## src/rtl/dmem_arbiter.sv

```systemverilog
// dmem_arbiter: two-port arbiter in front of a single-port data memory.
// Port 0 is the CPU load/store stage, port 1 the debug/loader port.
// Round-robin on contention, optional lock for atomic sequences with a
// forced release after LOCK_MAX cycles. Memory-side strobes, addresses and
// write data are registered; read data returns through a registered
// response stage two cycles after the granting cycle.
module dmem_arbiter #(
    parameter int ADDR_W   = 32,
    parameter int DATA_W   = 32,
    parameter int LOCK_MAX = 16
) (
    input  logic              clk,
    input  logic              rst_n,
    input  logic              req0,
    input  logic              req1,
    input  logic              we0,
    input  logic              we1,
    input  logic              lock0,
    input  logic              lock1,
    input  logic [ADDR_W-1:0] addr0,
    input  logic [ADDR_W-1:0] addr1,
    input  logic [DATA_W-1:0] wdata0,
    input  logic [DATA_W-1:0] wdata1,
    output logic              gnt0,
    output logic              gnt1,
    output logic              rvalid0,
    output logic              rvalid1,
    output logic [DATA_W-1:0] rdata,
    output logic              lock_err,
    output logic [ADDR_W-1:0] mem_read_address,
    output logic [ADDR_W-1:0] mem_write_address,
    output logic [DATA_W-1:0] mem_write_data,
    output logic              mem_read,
    output logic              mem_write,
    input  logic [DATA_W-1:0] mem_read_data
);

    localparam int CNT_W = (LOCK_MAX > 2) ? $clog2(LOCK_MAX) : 1;
    localparam logic [CNT_W-1:0] CNT_LAST = CNT_W'(LOCK_MAX - 1);

    typedef enum logic [1:0] {
        ST_ARB   = 2'd0,
        ST_LOCK0 = 2'd1,
        ST_LOCK1 = 2'd2
    } state_t;

    state_t             r_state;
    state_t             w_state_nxt;
    logic               r_last;        // port of the most recent transfer
    logic               w_last_nxt;
    logic [CNT_W-1:0]   r_lock_cnt;
    logic               w_gnt0;
    logic               w_gnt1;
    logic               w_xfer0;
    logic               w_xfer1;
    logic               w_xfer;
    logic               w_lock_expire;
    logic               w_sel_we;
    logic [ADDR_W-1:0]  w_sel_addr;
    logic [DATA_W-1:0]  w_sel_wdata;

    logic               r_mem_read;
    logic               r_mem_write;
    logic [ADDR_W-1:0]  r_rd_addr;
    logic [ADDR_W-1:0]  r_wr_addr;
    logic [DATA_W-1:0]  r_wr_data;
    logic               r_rd_port;     // which port owns the read in the memory stage
    logic               r_rvalid0;
    logic               r_rvalid1;
    logic [DATA_W-1:0]  r_rdata;
    logic               r_lock_err;

    // Grant selection, transfer detection, next state and lock expiry.
    always_comb begin
        w_gnt0        = 1'b0;
        w_gnt1        = 1'b0;
        w_state_nxt   = r_state;
        w_last_nxt    = r_last;
        w_lock_expire = 1'b0;

        case (r_state)
            ST_ARB: begin
                if (req0 && req1) begin
                    // Contention: favour the port opposite the last transfer.
                    if (r_last) begin
                        w_gnt0 = 1'b1;
                    end else begin
                        w_gnt1 = 1'b1;
                    end
                end else if (req0) begin
                    w_gnt0 = 1'b1;
                end else if (req1) begin
                    w_gnt1 = 1'b1;
                end else begin
                    w_gnt0 = 1'b0;
                    w_gnt1 = 1'b0;
                end
            end
            ST_LOCK0: begin
                w_gnt0 = req0;
            end
            ST_LOCK1: begin
                w_gnt1 = req1;
            end
            default: begin
                w_state_nxt = ST_ARB;
            end
        endcase

        w_xfer0 = req0 & w_gnt0;
        w_xfer1 = req1 & w_gnt1;
        w_xfer  = w_xfer0 | w_xfer1;

        if (w_xfer0) begin
            w_state_nxt = lock0 ? ST_LOCK0 : ST_ARB;
            w_last_nxt  = 1'b0;
        end else if (w_xfer1) begin
            w_state_nxt = lock1 ? ST_LOCK1 : ST_ARB;
            w_last_nxt  = 1'b1;
        end else begin
            w_last_nxt  = r_last;
        end

        // Forced release: owner becomes "last" so the other port is favoured.
        if ((r_state != ST_ARB) && (r_lock_cnt == CNT_LAST) && (w_state_nxt != ST_ARB)) begin
            w_lock_expire = 1'b1;
            w_state_nxt   = ST_ARB;
            w_last_nxt    = (r_state == ST_LOCK1);
        end else begin
            w_lock_expire = 1'b0;
        end

        if (w_xfer1) begin
            w_sel_we    = we1;
            w_sel_addr  = addr1;
            w_sel_wdata = wdata1;
        end else begin
            w_sel_we    = we0;
            w_sel_addr  = addr0;
            w_sel_wdata = wdata0;
        end
    end

    // Arbitration state, round-robin pointer and lock hold counter.
    always_ff @(posedge clk or negedge rst_n) begin
        if (!rst_n) begin
            r_state    <= ST_ARB;
            r_last     <= 1'b1;
            r_lock_cnt <= '0;
        end else begin
            r_state <= w_state_nxt;
            r_last  <= w_last_nxt;
            if ((r_state == ST_ARB) || (w_state_nxt == ST_ARB)) begin
                r_lock_cnt <= '0;
            end else begin
                r_lock_cnt <= r_lock_cnt + {{(CNT_W-1){1'b0}}, 1'b1};
            end
        end
    end

    // Memory issue stage: register the granted access.
    always_ff @(posedge clk or negedge rst_n) begin
        if (!rst_n) begin
            r_mem_read  <= 1'b0;
            r_mem_write <= 1'b0;
            r_rd_addr   <= '0;
            r_wr_addr   <= '0;
            r_wr_data   <= '0;
            r_rd_port   <= 1'b0;
        end else begin
            r_mem_read  <= w_xfer & ~w_sel_we;
            r_mem_write <= w_xfer & w_sel_we;
            if (w_xfer && !w_sel_we) begin
                r_rd_addr <= w_sel_addr;
                r_rd_port <= w_xfer1;
            end
            if (w_xfer && w_sel_we) begin
                r_wr_addr <= w_sel_addr;
                r_wr_data <= w_sel_wdata;
            end
        end
    end

    // Response stage: capture read data and raise the owning port's rvalid.
    always_ff @(posedge clk or negedge rst_n) begin
        if (!rst_n) begin
            r_rvalid0  <= 1'b0;
            r_rvalid1  <= 1'b0;
            r_rdata    <= '0;
            r_lock_err <= 1'b0;
        end else begin
            r_rvalid0  <= r_mem_read & ~r_rd_port;
            r_rvalid1  <= r_mem_read & r_rd_port;
            r_lock_err <= w_lock_expire;
            if (r_mem_read) begin
                r_rdata <= mem_read_data;
            end
        end
    end

    assign gnt0              = w_gnt0;
    assign gnt1              = w_gnt1;
    assign rvalid0           = r_rvalid0;
    assign rvalid1           = r_rvalid1;
    assign rdata             = r_rdata;
    assign lock_err          = r_lock_err;
    assign mem_read          = r_mem_read;
    assign mem_write         = r_mem_write;
    assign mem_read_address  = r_rd_addr;
    assign mem_write_address = r_wr_addr;
    assign mem_write_data    = r_wr_data;

endmodule

```

## config.mk

```make
export PLATFORM = sky130hd
export DESIGN_NAME = dmem_arbiter
export DESIGN_NICKNAME = d
export VERILOG_FILES = /design/src/rtl/dmem_arbiter.sv
export SDC_FILE = /design/constraint.sdc
export NUM_CORES = 1
export LEC_CHECK = 0
export ABC_CLOCK_PERIOD_IN_PS = 1700
export BUFFER_PORTS_ARGS = -buffer_cell sky130_fd_sc_hd__buf_2
export CAP_MARGIN = 20
export CELL_PAD_IN_SITES_DETAIL_PLACEMENT = 0
export CELL_PAD_IN_SITES_GLOBAL_PLACEMENT = 2
export CORE_ASPECT_RATIO = 0.75
export CORE_MARGIN = 2
export CORE_UTILIZATION = 24
export DETAILED_ROUTE_END_ITERATION = 8
export GPL_TIMING_DRIVEN = 0
export PLACE_DENSITY_LB_ADDON = 0.1
export SLEW_MARGIN = 10
export SYNTH_ARGS = -nofsm -noshare
export SYNTH_HDL_FRONTEND = slang
export SYNTH_SLANG_ARGS = --single-unit
```

## constraint.sdc

```tcl
create_clock -name clk -period 1.7 [get_ports clk]
set_input_delay 0.255 -clock clk [delete_from_list [all_inputs] [get_ports clk]]
set_output_delay 0.255 -clock clk [all_outputs]
set_load 0.01 [all_outputs]
```

==> out/summary.txt <==
clk sinks - 141
Reg2Reg Depth - 6
final hold violations - 0
number of synthesized register bits - 141
max-slew violations - 0
max incr delay on CP - 550 ps
Initial Util - 24.3%
CTS root buffer - clkbuf_16
worst-path fanout max - 10
slowest stage cell on the critical path - dfstp_2
peak supply drop - 0.000637 V
Sw Share - 36.5%
area share of the largest cell type after synthesis - 58.2%
first-pass GRT wire length - 33100 µm
Die Span Y - 141 µm
crit-path cells - nor3b_2, or3b_1, buf_6, buf_4, o22ai_2, a21oi_2
pwr/cell area - 1780 nW/µm²
endpoint class of the critical path - register
WL final - 21500 µm
Top Family by Delay on Critical Path - flip-flops
DP HPWL - 15700 µm
total CTS buffers - 17
final antenna-violating net count - 0
critical path data required time - 2000 ps
Cells after Synth - 551
violated checks - setup timing
Synth cell types - 36
largest family of logic cells by synthesized area - compound AO/OA/AOI/OAI gates
Reg clk slew, reported paths - 60 ps
# nets final - 1046
vias in the first global route - 5619
sequential share of power - 35.2%
CTS HTree Levels - 4
mux cell area share after synthesis - 5.99%
Synth Area in Simple Gates - 7.23%
initial antenna violation count - 3
TritonCTS clock tree - yes
Crit. path cell count - 6
measured slew at the worst slew-check pin - 539 ps
outcome - finished, violations left
GRT Overall Usage - 16.5%
P_sw - 5.97 mW
f_max - 585 MHz
number of cells on the worst hold path - 2
gpl congestion - 0.823
Final setup viols - 5
placed insts - 1191
WP data arrival - 2010 ps
Die Span X - 187 µm
Synth Area in Compound Gates - 20.1%
Max-cap violations - 0
Cell Area, Synth - 6020 µm²
Filler Cells Inserted - 2569
post-synthesis sequential area ratio - 58.6%
Hold Crit Class - input pin to register
Std-Cell Rows - 50
Worst Setup Start Kind - register
top_reg_cell synth - dfrtp_1
Leak - 4.43 nW
DR pass1 iterations - 5
top-count cell post-synth - dfrtp_1
largest area contributor in the netlist - dfrtp_1
routed len/inst - 17.5 µm
power share of the combinational group - 41.1%
final worst slack - -9.07 ps
Synth top cells by count - dfrtp_1 (140), o22ai_1 (97), nor2_1 (71)
Critical Setup Path Class - register to register
clk_lat worst skew - 420 ps
Buf+Inv Stages, Crit Path - 2
post-DR vias/cell - 4.37
port buffer count - 301
Synth async-reset ratio - 100%
final period utilization - 101%
Pint - 10.4 mW
Final min period - 1710 ps
Bufs on Longest Clock Path - 2
xor/xnor cell area share of the yosys netlist - 0.145%
Post-Synth Adder-Cell Area - 0.208%
area of the core - 24800 µm²
drt drc - 0
GR Overflow Total - 0
pre-CTS WS - -553 ps
Setup Skew - 9.79 ps
yosys warns - 0
largest net degree at the start of global routing - 80
initial DRC count - 196
final cell count without fillers - 1230
average cell area after synthesis - 10.9 µm²
Post-synth EDFFs - 0
synth-to-layout area growth - 53.0%
layout cell share with drive strength beyond 1 - 58.2%
die area - 26400 µm²
clock power share - 23.7%
RSZ-0062 raised after global routing - yes
num ports - 303
DR vias - 5370
leading cell types by total area after synthesis - dfrtp_1 (58%), o22ai_1 (10%), a21oi_2 (7.1%)
Synth Net Count - 720
Worst slew margin - 64.1%
[routing by layer]
metal | GRT usage (%) | share of wire [%] | vias to the layer above
met5 | 0 | 0.10 | -
met4 | 5.05 | 1.4 | 4
met3 | 5.50 | 7.0 | 20
met2 | 26.5 | 47 | 177
met1 | 21.1 | 44 | 2601
li1 | - | - | 2568
[kinds of logic after synthesis]
family                   Yosys count
flip-flops                       141
XOR/XNOR                           1
multiplexers                      32
buffers and inverters            105
AO/OA/AOI/OAI                    175
adder cells (fa/ha/maj)            1
AND/OR/NAND/NOR                   96
[layout make-up]
cell class,instances,area [µm²],area share [%]
flip-flops and latches,141,3530,38.3
multi-input cells,305,2440,26.5
repair buffers,309,1610,17.4
clock buffers,24,492,5.34
well taps,338,423,4.59
plain buffers,36,349,3.79
inverters,67,251,2.73
clock inverters,7,110,1.20
diodes,3,7.51,0.0815
[flip-flops by register name (all words and copies together) (netlist names), 2 cells and up]
register and cells:
rdata 32, mem_read_address 32, mem_write_data 32, r_lock_cnt 4
r_state 2, mem_write_address 32
[power by group through the flow]
| stage | logic (mW) | registers [mW] | clock network (mW) |
|---|---|---|---|
| after global placement | 6.27 | 5.75 | 0 |
| after CTS | 6.75 | 5.79 | 4.00 |
| after global routing | 7.37 | 5.99 | 4.14 |
| final | 6.73 | 5.76 | 3.87 |
| after detailed placement | 6.32 | 5.82 | 0 |
| after floorplan | 2.69 | 6.55 | 0 |
[layout by cell type (no fill, tap or decap), types with 4 or more instances in the layout]
master	netlist	final
o22ai_4	0	6
o22ai_1	97	43
buf_2	14	301
a21oi_2	49	50
buf_6	7	15
clkbuf_2	0	4
inv_1	67	67
clkbuf_8	0	6
nor2_1	71	71
o22ai_2	0	48
clkinv_2	0	4
a21oi_1	20	19
dfrtp_1	140	139
clkbuf_1	17	4
clkbuf_16	0	17
mux2_2	32	32
buf_4	0	15
nor2b_1	4	4
[path summary, 6_finish.rpt]
| kind | from | endpoint | slack (ps) |
|---|---|---|---|
| max | r_last | mem_write_data[1] | -9 |
| min | mem_read_data[26] | rdata[26] | 70 |
| max reg2reg | r_last | mem_write_data[1] | -9 |
| min reg2reg | r_rd_port | rvalid0 | 460 |
| max in group asynchronous | rst_n | r_last | 520 |
| min in group asynchronous | rst_n | mem_write_data[20] | 350 |
[stage by stage]
stage	cell area (µm²)	util [%]	total power [mW]	TNS, ps	hold slack (ps)
detailed placement	7990	32.2	12.1	-35930	242
global route	9210	37.2	17.5	-4440	41.8
floorplan	6020	-	9.24	0	-40.6
finish	9210	37.2	16.4	-15.6	68.7
global placement	7950	32.1	12.0	-290480	433
CTS	9090	36.7	16.5	-63.4	42.5
[repair_timing]
item | 4_1_cts | 5_1_grt
gates resized for setup | 103 | 28
setup buffers | 5 | 1
hold buffers | 1 | 0
setup endpoints to repair | 119 | 99
hold endpoints to repair | 62 | 0
pin swaps | 6 | 1
Power figures use the tool's default switching activity.
